===== src/rtl/rx_source_select_pkg.sv =====
// -----------------------------------------------------------------------------
// rx_source_pkg
//   Shared definitions for the receive-path source selector: source encodings,
//   MODE register bit positions, settings-bus register offsets, the burst FSM
//   state encoding and the PRBS15 seed base / next-state function.
// -----------------------------------------------------------------------------
package rx_source_pkg;

  // Sample source selected by MODE[2:0]. Codes 5..7 are not listed and fall
  // back to DDC through decode_src().
  typedef enum logic [2:0] {
    SRC_DDC   = 3'd0,
    SRC_CNT   = 3'd1,
    SRC_ADC   = 3'd2,
    SRC_CONST = 3'd3,
    SRC_PRBS  = 3'd4
  } src_e;

  // MODE register layout.
  localparam int MODE_SRC_LSB   = 0;
  localparam int MODE_SRC_W     = 3;
  localparam int MODE_BURST_BIT = 3;
  localparam int MODE_ARM_BIT   = 4;
  localparam int MODE_STORED_W  = 4;  // arm is a pulse and is never stored

  // Register offsets relative to the block base address.
  localparam logic [6:0] OFF_MODE  = 7'd0;
  localparam logic [6:0] OFF_LEN   = 7'd1;
  localparam logic [6:0] OFF_CONST = 7'd2;

  // Burst-capture FSM states.
  typedef enum logic [1:0] {
    ST_IDLE  = 2'd0,
    ST_ARMED = 2'd1,
    ST_RUN   = 2'd2,
    ST_DONE  = 2'd3
  } burst_state_e;

  // Channel k's LFSR seeds to PRBS_SEED_BASE + k.
  localparam logic [14:0] PRBS_SEED_BASE = 15'd1;

  // Map the raw 3-bit source field onto a legal source.
  function automatic src_e decode_src(input logic [2:0] field);
    case (field)
      3'd1:    return SRC_CNT;
      3'd2:    return SRC_ADC;
      3'd3:    return SRC_CONST;
      3'd4:    return SRC_PRBS;
      default: return SRC_DDC;
    endcase
  endfunction

  // x^15 + x^14 + 1, Fibonacci form: shift left, feedback enters at bit 0.
  function automatic logic [14:0] prbs15_next(input logic [14:0] s);
    return {s[13:0], s[14] ^ s[13]};
  endfunction

endpackage


===== src/rtl/rx_source_select_if.sv =====
// -----------------------------------------------------------------------------
// rx_source_select_if
//   Bundles the settings bus, the incoming sample stream and the selected
//   output stream of rx_source_select.
//   Settings : serial_strobe, serial_addr[6:0], serial_data[31:0]
//   Inputs   : enable, in_strobe, ddc_in[NCHAN*16], adc_in[NCHAN*ADC_W]
//   Outputs  : ch_out[NCHAN*16], out_strobe, burst_active, burst_done,
//              sample_count[15:0]
//   modport master : the environment (drives inputs, observes outputs)
//   modport slave  : the selector itself
// -----------------------------------------------------------------------------
interface rx_source_select_if #(
  parameter int NCHAN = 2,
  parameter int ADC_W = 14
);

  logic                     enable;
  logic                     serial_strobe;
  logic [6:0]               serial_addr;
  logic [31:0]              serial_data;
  logic                     in_strobe;
  logic [NCHAN*16-1:0]      ddc_in;
  logic [NCHAN*ADC_W-1:0]   adc_in;
  logic [NCHAN*16-1:0]      ch_out;
  logic                     out_strobe;
  logic                     burst_active;
  logic                     burst_done;
  logic [15:0]              sample_count;

  modport master (
    output enable, serial_strobe, serial_addr, serial_data,
    output in_strobe, ddc_in, adc_in,
    input  ch_out, out_strobe, burst_active, burst_done, sample_count
  );

  modport slave (
    input  enable, serial_strobe, serial_addr, serial_data,
    input  in_strobe, ddc_in, adc_in,
    output ch_out, out_strobe, burst_active, burst_done, sample_count
  );

endinterface


===== src/rtl/rx_source_select_prbs15.sv =====
// -----------------------------------------------------------------------------
// rx_prbs15
//   One 15-bit PRBS generator (x^15 + x^14 + 1). Loads `seed` on reset or
//   whenever `load` is high; otherwise steps once per cycle with `advance`.
//   Ports: clock, reset (sync, active-high), load, advance, seed[14:0],
//          q[14:0] (current state).
// -----------------------------------------------------------------------------
module rx_prbs15
  import rx_source_pkg::*;
(
  input  logic        clock,
  input  logic        reset,
  input  logic        load,
  input  logic        advance,
  input  logic [14:0] seed,
  output logic [14:0] q
);

  logic [14:0] state_q;
  logic [14:0] state_d;

  // Reload wins over advance so a restart is always clean.
  always_comb begin
    // NOTE: every always_comb output gets a default first, so no path can
    // leave it unassigned and infer a latch.
    state_d = state_q;
    if (load) begin
      state_d = seed;
    end else if (advance) begin
      state_d = prbs15_next(state_q);
    end
  end

  always_ff @(posedge clock) begin
    // NOTE: registers use non-blocking assignments so every flop samples the
    // pre-edge values regardless of statement order.
    if (reset) begin
      state_q <= seed;
    end else begin
      state_q <= state_d;
    end
  end

  assign q = state_q;

endmodule


===== src/rtl/rx_source_select.sv =====
// -----------------------------------------------------------------------------
// rx_source_select
//   Per-channel sample-source selector for NCHAN receive paths, with an armed
//   burst-capture mode that emits exactly BURST_LEN strobes and then stops.
//   Lives in the adcclk domain between rx_chain/adc_interface and rx_buffer.
//
//   Ports:
//     clock       adcclk, the only clock
//     reset       synchronous, active-high
//     bus         rx_source_select_if.slave:
//                   enable, serial_strobe/addr/data (settings writes),
//                   in_strobe, ddc_in, adc_in (sample inputs),
//                   ch_out, out_strobe (registered selected samples),
//                   burst_active, burst_done, sample_count (burst status)
//
//   Registers (address = BASE + offset):
//     MODE  [2:0] src, [3] burst enable, [4] arm (pulse, not stored)
//     LEN   [15:0] burst length
//     CONST [15:0] constant sample driven on every channel
// -----------------------------------------------------------------------------
module rx_source_select
  import rx_source_pkg::*;
#(
  parameter int         NCHAN = 2,
  parameter int         ADC_W = 14,
  parameter logic [6:0] BASE  = 7'd80
) (
  input  logic               clock,
  input  logic               reset,
  rx_source_select_if.slave  bus
);

  localparam logic [15:0] CNT_STEP = 16'(NCHAN);

  // ---------------------------------------------------------------------------
  // Settings bus decode
  // ---------------------------------------------------------------------------
  logic wr_mode;
  logic wr_len;
  logic wr_const;

  assign wr_mode  = bus.serial_strobe && (bus.serial_addr == BASE + OFF_MODE);
  assign wr_len   = bus.serial_strobe && (bus.serial_addr == BASE + OFF_LEN);
  assign wr_const = bus.serial_strobe && (bus.serial_addr == BASE + OFF_CONST);

  // Only the low half-word of serial_data carries any register field.
  logic unused_data_hi;
  assign unused_data_hi = ^bus.serial_data[31:16];

  // ---------------------------------------------------------------------------
  // State
  // ---------------------------------------------------------------------------
  logic [MODE_STORED_W-1:0] mode_q;
  logic [15:0]              len_q;
  logic [15:0]              const_q;
  burst_state_e             state_q, state_d;
  logic [15:0]              count_q, count_d;
  logic [15:0]              cnt_q;
  logic [NCHAN*16-1:0]      ch_out_q;
  logic                     out_strobe_q;

  src_e src_cur;
  src_e src_wr;
  logic burst_mode;
  logic arm_wr;
  logic src_chg;
  logic restart;
  logic emit;
  logic [15:0] count_inc;

  assign src_cur    = decode_src(mode_q[MODE_SRC_LSB +: MODE_SRC_W]);
  assign src_wr     = decode_src(bus.serial_data[MODE_SRC_LSB +: MODE_SRC_W]);
  assign burst_mode = mode_q[MODE_BURST_BIT];

  // Arm only means something when the same write also enables burst mode;
  // any other MODE write drops the FSM back to IDLE.
  assign arm_wr  = wr_mode && bus.serial_data[MODE_ARM_BIT]
                           && bus.serial_data[MODE_BURST_BIT];
  assign src_chg = wr_mode && (src_wr != src_cur);

  // Counter and LFSRs restart while disabled, on arm, and on a source change,
  // so every burst and every freshly selected source starts from known state.
  assign restart = !bus.enable || arm_wr || src_chg;

  assign count_inc = count_q + 16'd1;

  // ---------------------------------------------------------------------------
  // Burst FSM: next state, sample counter and emit decision
  // ---------------------------------------------------------------------------
  always_comb begin
    state_d = state_q;
    count_d = count_q;
    emit    = 1'b0;

    // Sample-driven progress happens only while enabled; the strobe is judged
    // against the configuration in force before any same-cycle write.
    if (bus.enable && bus.in_strobe) begin
      if (!burst_mode) begin
        emit = 1'b1;
      end else begin
        case (state_q)
          ST_ARMED, ST_RUN: begin
            if (state_q == ST_ARMED && len_q == 16'd0) begin
              // Zero-length burst completes without emitting anything.
              state_d = ST_DONE;
            end else begin
              emit    = 1'b1;
              count_d = count_inc;
              // >= keeps a BURST_LEN lowered mid-run from running forever.
              state_d = (count_inc >= len_q) ? ST_DONE : ST_RUN;
            end
          end
          default: ;
        endcase
      end
    end

    // A MODE write overrides whatever the strobe would have done.
    if (wr_mode) begin
      if (arm_wr) begin
        state_d = ST_ARMED;
        count_d = '0;
      end else begin
        state_d = ST_IDLE;
      end
    end
  end

  // ---------------------------------------------------------------------------
  // Per-channel PRBS generators
  // ---------------------------------------------------------------------------
  logic [14:0] prbs_q    [NCHAN];
  logic [15:0] adc_just  [NCHAN];

  for (genvar g = 0; g < NCHAN; g++) begin : g_ch
    rx_prbs15 u_prbs (
      .clock   (clock),
      .reset   (reset),
      .load    (restart),
      .advance (emit),
      .seed    (PRBS_SEED_BASE + 15'(g)),
      .q       (prbs_q[g])
    );

    // Raw ADC word, left-justified into 16 bits.
    assign adc_just[g] = 16'(bus.adc_in[g*ADC_W +: ADC_W]) << (16 - ADC_W);
  end

  // ---------------------------------------------------------------------------
  // Source mux
  // ---------------------------------------------------------------------------
  logic [NCHAN*16-1:0] ch_sel;

  always_comb begin
    ch_sel = '0;
    for (int k = 0; k < NCHAN; k++) begin
      case (src_cur)
        SRC_CNT:   ch_sel[k*16 +: 16] = cnt_q + 16'(k);
        SRC_ADC:   ch_sel[k*16 +: 16] = adc_just[k];
        SRC_CONST: ch_sel[k*16 +: 16] = const_q;
        // The emitted PRBS word is the state after this strobe's advance.
        SRC_PRBS:  ch_sel[k*16 +: 16] = {1'b0, prbs15_next(prbs_q[k])};
        default:   ch_sel[k*16 +: 16] = bus.ddc_in[k*16 +: 16];
      endcase
    end
  end

  // ---------------------------------------------------------------------------
  // Registers
  // ---------------------------------------------------------------------------
  always_ff @(posedge clock) begin
    if (reset) begin
      mode_q       <= '0;
      len_q        <= '0;
      const_q      <= '0;
      state_q      <= ST_IDLE;
      count_q      <= '0;
      cnt_q        <= '0;
      ch_out_q     <= '0;
      out_strobe_q <= 1'b0;
    end else begin
      if (wr_mode) begin
        mode_q <= bus.serial_data[MODE_STORED_W-1:0];
      end
      if (wr_len) begin
        len_q <= bus.serial_data[15:0];
      end
      if (wr_const) begin
        const_q <= bus.serial_data[15:0];
      end

      state_q      <= state_d;
      count_q      <= count_d;
      out_strobe_q <= emit;

      // ch_out holds its last value between strobes.
      if (emit) begin
        ch_out_q <= ch_sel;
      end

      if (restart) begin
        cnt_q <= '0;
      end else if (emit) begin
        cnt_q <= cnt_q + CNT_STEP;
      end
    end
  end

  // ---------------------------------------------------------------------------
  // Outputs
  // ---------------------------------------------------------------------------
  assign bus.ch_out       = ch_out_q;
  assign bus.out_strobe   = out_strobe_q;
  assign bus.burst_active = (state_q == ST_ARMED) || (state_q == ST_RUN);
  assign bus.burst_done   = (state_q == ST_DONE);
  assign bus.sample_count = count_q;

endmodule

===== src/flat_wrapper.sv =====
// flat-port wrapper written by rule: the top's interface ports become plain ports
module rx_source_select_flat import rx_source_pkg::*;
#(
  parameter int         NCHAN = 2,
  parameter int         ADC_W = 14,
  parameter logic [6:0] BASE  = 7'd80
)
  (clock, reset, bus_enable, bus_serial_strobe, bus_serial_addr, bus_serial_data, bus_in_strobe, bus_ddc_in, bus_adc_in, bus_ch_out, bus_out_strobe, bus_burst_active, bus_burst_done, bus_sample_count);
  rx_source_select_if #(.NCHAN(NCHAN), .ADC_W(ADC_W)) bus_i ();
  input  logic clock;
  input  logic reset;
  input wire logic [$bits(bus_i.enable)-1:0] bus_enable;
  input wire logic [$bits(bus_i.serial_strobe)-1:0] bus_serial_strobe;
  input wire logic [$bits(bus_i.serial_addr)-1:0] bus_serial_addr;
  input wire logic [$bits(bus_i.serial_data)-1:0] bus_serial_data;
  input wire logic [$bits(bus_i.in_strobe)-1:0] bus_in_strobe;
  input wire logic [$bits(bus_i.ddc_in)-1:0] bus_ddc_in;
  input wire logic [$bits(bus_i.adc_in)-1:0] bus_adc_in;
  output wire logic [$bits(bus_i.ch_out)-1:0] bus_ch_out;
  output wire logic [$bits(bus_i.out_strobe)-1:0] bus_out_strobe;
  output wire logic [$bits(bus_i.burst_active)-1:0] bus_burst_active;
  output wire logic [$bits(bus_i.burst_done)-1:0] bus_burst_done;
  output wire logic [$bits(bus_i.sample_count)-1:0] bus_sample_count;
  assign bus_i.enable = bus_enable;
  assign bus_i.serial_strobe = bus_serial_strobe;
  assign bus_i.serial_addr = bus_serial_addr;
  assign bus_i.serial_data = bus_serial_data;
  assign bus_i.in_strobe = bus_in_strobe;
  assign bus_i.ddc_in = bus_ddc_in;
  assign bus_i.adc_in = bus_adc_in;
  assign bus_ch_out = bus_i.ch_out;
  assign bus_out_strobe = bus_i.out_strobe;
  assign bus_burst_active = bus_i.burst_active;
  assign bus_burst_done = bus_i.burst_done;
  assign bus_sample_count = bus_i.sample_count;
  rx_source_select #(.NCHAN(NCHAN), .ADC_W(ADC_W), .BASE(BASE)) u_core (.clock(clock), .reset(reset), .bus(bus_i));
endmodule

===== config.mk =====
export PLATFORM = sky130hd
export DESIGN_NAME = rx_source_select_flat
export DESIGN_NICKNAME = d
export VERILOG_FILES = /design/src/rtl/rx_source_select_pkg.sv /design/src/rtl/rx_source_select_if.sv /design/src/rtl/rx_source_select_prbs15.sv /design/src/rtl/rx_source_select.sv /design/src/flat_wrapper.sv
export SDC_FILE = /design/constraint.sdc
export NUM_CORES = 1
export LEC_CHECK = 0
export CORE_ASPECT_RATIO = 2
export CORE_MARGIN = 8
export CORE_UTILIZATION = 36
export CTS_CLUSTER_SIZE = 12
export DETAILED_ROUTE_END_ITERATION = 10
export GPL_TIMING_DRIVEN = 1
export PLACE_DENSITY_LB_ADDON = 0.08
export SYNTH_ARGS = -nofsm -noshare
export SYNTH_HDL_FRONTEND = slang
export SYNTH_SLANG_ARGS = --single-unit

===== constraint.sdc =====
create_clock -name clock -period 4.8 [get_ports clock]
set_clock_uncertainty 0.05 [all_clocks]
set_input_delay 0.96 -clock clock [delete_from_list [all_inputs] [get_ports clock]]
set_output_delay 0.96 -clock clock [all_outputs]
set_load 0.05 [all_outputs]

==> Yosys cells after proc, flatten, opt, wreduce, memory -nomap -nowiden <==
Index checks and enable logic that the tools add are counted.
{ "classes": {"addsub": 3, "n_lt_le_gt_ge": 1, "n_eq_ne": 19, "muxes": 21, "n_bitwise": 2, "n_reduce_logical": 19} }
{ "ops": {"columns": ["op", "count"], "rows": [
  ["$pmux W16 S4", 2],
  ["$mux W16", 6],
  ["$add A16 B1 Y16 const B", 2],
  ["$pmux W3 S4", 2],
  ["$eq A7 B7 Y1 const B", 3],
  ["$eq A3 B2 Y1 const B", 6],
  ["$add A16 B2 Y16 const B", 1],
  ["$ge A16 B16 Y1", 1],
  ["$logic_not A16 Y1", 1],
  ["$mux W2", 5],
  ["$eq A3 B1 Y1 const B", 3],
  ["$eq A3 B3 Y1 const B", 3],
  ["$logic_and A1 B1 Y1", 8],
  ["$mux W1", 6],
  ["$reduce_bool A2 Y1", 3],
  ["$eq A2 B2 Y1 const B", 2],
  ["$reduce_or A2 Y1", 2],
  ["$logic_or A1 B1 Y1", 3],
  ["$ne A3 B3 Y1", 1],
  ["$reduce_and A3 Y1", 1],
  ["$eq A2 B1 Y1 const B", 1],
  ["$xor A1 B1 Y1", 2],
  ["$logic_not A1 Y1", 1]
]} }
{ "word_totals": {"ff_bits": 133, "inputBits": 104, "output_inout_bits": 51, "wordCells": 75} }

==> Longest topological paths before layout <==
{ "logic_depth": {"word_depth": 8, "ltp_mapped": 11, "depth_no_buf": 11} }

==> By module <==
From an unflattened synthesis, not the netlist that was laid out.
{ "hier_totals": {"cells_unflattened": 780, "hier_area_um2": 7235.7} }
{ "by_module_without_submodules": {"columns": ["module", "n_inst", "cells_each", "area_per_inst_um2", "seq_area_each_um2"], "rows": [
  ["rx_source_select", 1, 712, 5826.8, 2042.0],
  ["rx_prbs15", 2, 34, 704.4, 450.4]
]} }

==> Least setup slack after synthesis <==
OpenSTA, ideal clock, no wires.
{ "synth_timing": {"path_kind": "reg-to-reg", "from": "register u_core.count_q[0], in the netlist u_core.bus.sample_count[0]", "to": "register u_core.state_q[0]", "setup_ns": 0.130, "arrival_ns": 2.812, "t_required_ns": 4.620, "slack_ns": 1.808, "stages_incl_launch_ff": 11, "path_buffers": 0, "period_less_slack_ns": 2.992, "path_cell_list": "dfxtp_1 ha_1 nand3_2 nor4_4 nand3_2 nor2_1 xor2_1 ha_1 a21o_1 a2111oi_0 a21oi_1"} }
{ "synth_between": {"elab_chain_cells": 8} }
{ "synth_rtl": {"columns": ["element", "line", "source"], "rows": [
  ["start, declared", "rx_source_select.sv:57", "logic [15:0] count_q, count_d;"],
  ["start signal, assigned", "rx_source_select.sv:193", "count_q <= count_d;"],
  ["$add A16 B1 Y16", "rx_source_select.sv:85", "assign count_inc = count_q + 16'd1;"],
  ["$ge A16 B16 Y1", "rx_source_select.sv:110", "state_d = (count_inc >= len_q) ? ST_DONE : ST_RUN;"],
  ["$mux W1", "rx_source_select.sv:110", null],
  ["$mux W2", "rx_source_select.sv:103", "if (state_q == ST_ARMED && len_q == 16'd0) begin"],
  ["$mux W2", "rx_source_select.sv:101", "case (state_q)"],
  ["$mux W2", "rx_source_select.sv:98", "if (!burst_mode) begin"],
  ["$mux W2", "rx_source_select.sv:97", "if (bus.enable && bus.in_strobe) begin"],
  ["$mux W2", "rx_source_select.sv:119", "if (wr_mode) begin"],
  ["end signal, assigned", "rx_source_select.sv:192", "state_q <= state_d;"],
  ["end, declared", "rx_source_select.sv:56", "burst_state_e state_q, state_d;"]
]} }
Every way passes these cells. The select of a mux whose other input is x is not followed.
A chain may end at the register's enable or synchronous reset.

==> Worst setup path after layout <==
Ends and elaborated chain as after synthesis.

==> run metrics <==
DR vias 6367; hold path cells 2; first-pass GRT wire length 35400 um; syn nets 940; Max Buffers Root-to-Sink 2; critical path's largest stage delay 740 ps; hold_buf cts 0; DPL Wire Length 16800 um; Synth Cell Area 6600 um^2; Max-cap violations 0; Max Slew Vio Count 0; Final nets 1053; worst r2r src u_core.bus.sample_count[0]$_SDFF_PP0_; Post-CTS Setup Inserts 0; Port Buffer Count 138; global route overflow 0; Seq/Total Area, Yosys 40.0%; Leak Pwr 3.09 nW; Hold Crit Class flop to flop; IR drop worst, VDD 0.216 mV; DRT Pass-1 Iters 4; area of the multi-input gates 3640 um^2; Final Setup Violations 0; vias per cell 5.50; EDFF count, synth 0; Die X-Extent 112 um; Routed WL per cell 19.2 um; crit path max-delay cell type a2111oi_0; Distinct cells, synth 62; RSZ-0062 raised after global routing no; Skew-Pair Late Insertion Delay 410 ps; status finished clean; final hold vios 0; worst-path cell chain ha_1, nand3_2, nor4_4, nand3_2, nor2_1, xor2_1, ha_1, a21o_1, a2111oi_0, a21oi_1; initial core utilization 36.4%; Bufs and invs on worst path 0; worst reg-to-reg setup slack 1430 ps; setup tns final 0 ps; clock root cell clkbuf_16; Die Height 207 um; crit path kind flop to flop; maximum clock frequency 297 MHz; switch share 24.8%; Worst setup SP type flop; Slew @ Worst Pin 1080 ps; Total GRT Usage 19.2%; period utilisation layout 70.2%; CP Depth 10; Worst Path Max Fanout 6; worst hold endpoint u_core.len_q[7]$_SDFFE_PP0P_; Crit. Startpoint u_core.bus.sample_count[0]$_SDFF_PP0_; crit end category flop; synthesized instance count 816; Reg area 2640 um^2; Int Pwr 0.00200 W; Antenna Nets Post-Route 0; Seq pwr share 42.3%; vias in the first global route 6751; CTS sink cnt 132; Top Family by Delay on Critical Path compound AO/OA/AOI/OAI gates; row count 70; Fillers 1810; cts repair resizes 0; largest net degree at the start of global routing 68; combinational fraction of design power 9.7%; hold wc startpoint u_core.len_q[7]$_SDFFE_PP0P_; FFs w/ async S/R, synth 0%; clock network power share 48.1%; Layout area overhead 31.6%; DRC 0; relative slew slack 27.6%; RR Endpoint u_core.state_q[0]$_SDFFE_PP0P_; crit path time final 3370 ps; top_reg_cell synth dfxtp_1; Synth Register Bits 132; Synth warnings 0; I/O pins 155; CTS tree done; Layout Utilization 47.9%; critical path arrival 3590 ps; share of post-route cells with drive strength above 1 7.12%; ANT cells 0; Power Density 307 nW/um^2; antenna violations before repair 0; Total Routed Length 22300 um; switching power 0.000661 W; Routability Congestion 0.843; worst reg2reg path depth 10; Mapped Avg Cell Area 8.09 um^2; Core Region 18100 um^2; 1st-iter DRT viols 235; Worst Path Required 5020 ps; Worst-path clk slew 60 ps; CTS buffer count 17; Die ar. 23200 um^2; H-tree depth 4
-- synth_stat cells, types with 3 or more instances --
cell type,number,area share (%)
a211oi_1,6,0.68
a21oi_1,70,5.3
a221oi_1,4,0.53
a22oi_1,26,3.0
and2_1,3,0.28
and3_1,5,0.47
buf_1,6,0.34
buf_2,17,1.3
buf_4,4,0.45
clkbuf_1,27,1.5
dfxtp_1,132,40
ha_1,20,3.8
inv_1,25,1.4
mux2i_1,21,3.2
nand2_1,143,8.1
nand3_1,11,0.83
nand3_2,5,0.76
nand4_1,8,0.76
nor2_1,83,4.7
nor3_1,6,0.45
nor4_1,5,0.47
o211ai_1,15,1.7
o21a_1,4,0.45
o21ai_0,11,0.83
o22ai_1,66,6.3
o31ai_1,4,0.45
or3_1,6,0.57
or4_1,7,0.80
xnor2_1,20,2.7
xor2_1,14,1.9
-- power by group through the flow --
stage / combinational (W) / sequential [W] / clock [W]
after floorplan: 0.0000758 / 0.00120 / 0
after global placement: 0.000257 / 0.00115 / 0
after detailed placement: 0.000259 / 0.00115 / 0
after CTS: 0.000260 / 0.00113 / 0.00130
after global routing: 0.000272 / 0.00113 / 0.00135
final: 0.000258 / 0.00113 / 0.00128
-- flip-flops by register name (all words and copies together) (netlist names) --
register and cells:
u_core.state_q 2, u_core.bus.ch_out 32, u_core.len_q 16, u_core.bus.sample_count 16, u_core.g_ch.u_prbs.q 30, u_core.bus.out_strobe 1
u_core.const_q 16, u_core.mode_q 4, u_core.cnt_q 15
-- per-layer routing --
metal / wire length [um] / part of all wire (%) / GRT usage, %
met3: 982 / 4.4 / 4.60
met1: 7890 / 35 / 17.5
met5: 0 / 0 / 0
met2: 12600 / 57 / 38.1
met4: 762 / 3.4 / 9.03
-- worst max-delay path by stage --
| stage | to | slack (ps) |
|---|---|---|
| final | u_core.state_q[0]$_SDFFE_PP0P_ | 1430 |
| after global routing | u_core.state_q[0]$_SDFFE_PP0P_ | 1160 |
| after detailed placement | u_core.bus.ch_out[14]$_SDFFE_PP0P_ | 1130 |
| after global placement | u_core.bus.ch_out[30]$_SDFFE_PP0P_ | 1180 |
| after CTS | u_core.state_q[0]$_SDFFE_PP0P_ | 1340 |
| after floorplan | u_core.state_q[0]$_SDFFE_PP0P_ | 1810 |
-- cells by family after synthesis --
group / after synthesis / share of synthesized area (%)
multiplexers: 23 / 3.53
flip-flops: 132 / 40.0
AND/OR/NAND/NOR: 301 / 21.1
buffers and inverters: 81 / 5.16
XOR/XNOR: 34 / 4.51
adder cells (fa/ha/maj): 21 / 3.94
AO/OA/AOI/OAI: 224 / 21.8
-- through the flow --
stage               hold slack, ps  area, um^2  worst slack, ps  std cells  total power [W]
detailed placement             411        8110             1130       1126          0.00141
CTS                            421        8690             1340       1157          0.00269
global route                   439        8690             1160       1157          0.00275
finish                         421        8690             1430       1157          0.00267
global placement               405        8110             1180       1126          0.00141
floorplan                      395        6600             1810        816          0.00127
-- layout make-up --
| cell class | count | share of cell area (%) |
|---|---|---|
| clock buffer | 18 | 5.06 |
| sequential | 132 | 30.4 |
| multi-input combinational | 603 | 41.9 |
| clock inverter | 13 | 1.56 |
| tap | 216 | 3.11 |
| inverter | 27 | 1.17 |
| timing repair buffer | 148 | 16.8 |
-- worst min-delay path, stage by stage (launching register included) --
cell     delay (ps)
dfxtp_1         320
nand2_1          60
a21oi_1          50
-- layout by cell type, fill, tap and decap left out, types with 4 or more instances in the layout --
master           count
o21a_1               4
a21oi_1             70
o21ai_0             10
a211oi_1             6
nor3_1               6
nor2_1              83
nand3_1             11
nand3_2              5
ha_1                20
clkinv_2             5
buf_4               10
or4_1                7
o31ai_1              4
or3_1                6
a221oi_1             4
xor2_1              14
o211ai_1            15
a22oi_1             26
nor4_1               5
mux2i_1             21
dfxtp_1            132
nand4_1              8
clkdlybuf4s50_1    138
inv_1               25
xnor2_1             20
o22ai_1             66
and3_1               5
nand2_1            143
clkbuf_16           17
Power figures use the tool's default switching activity.
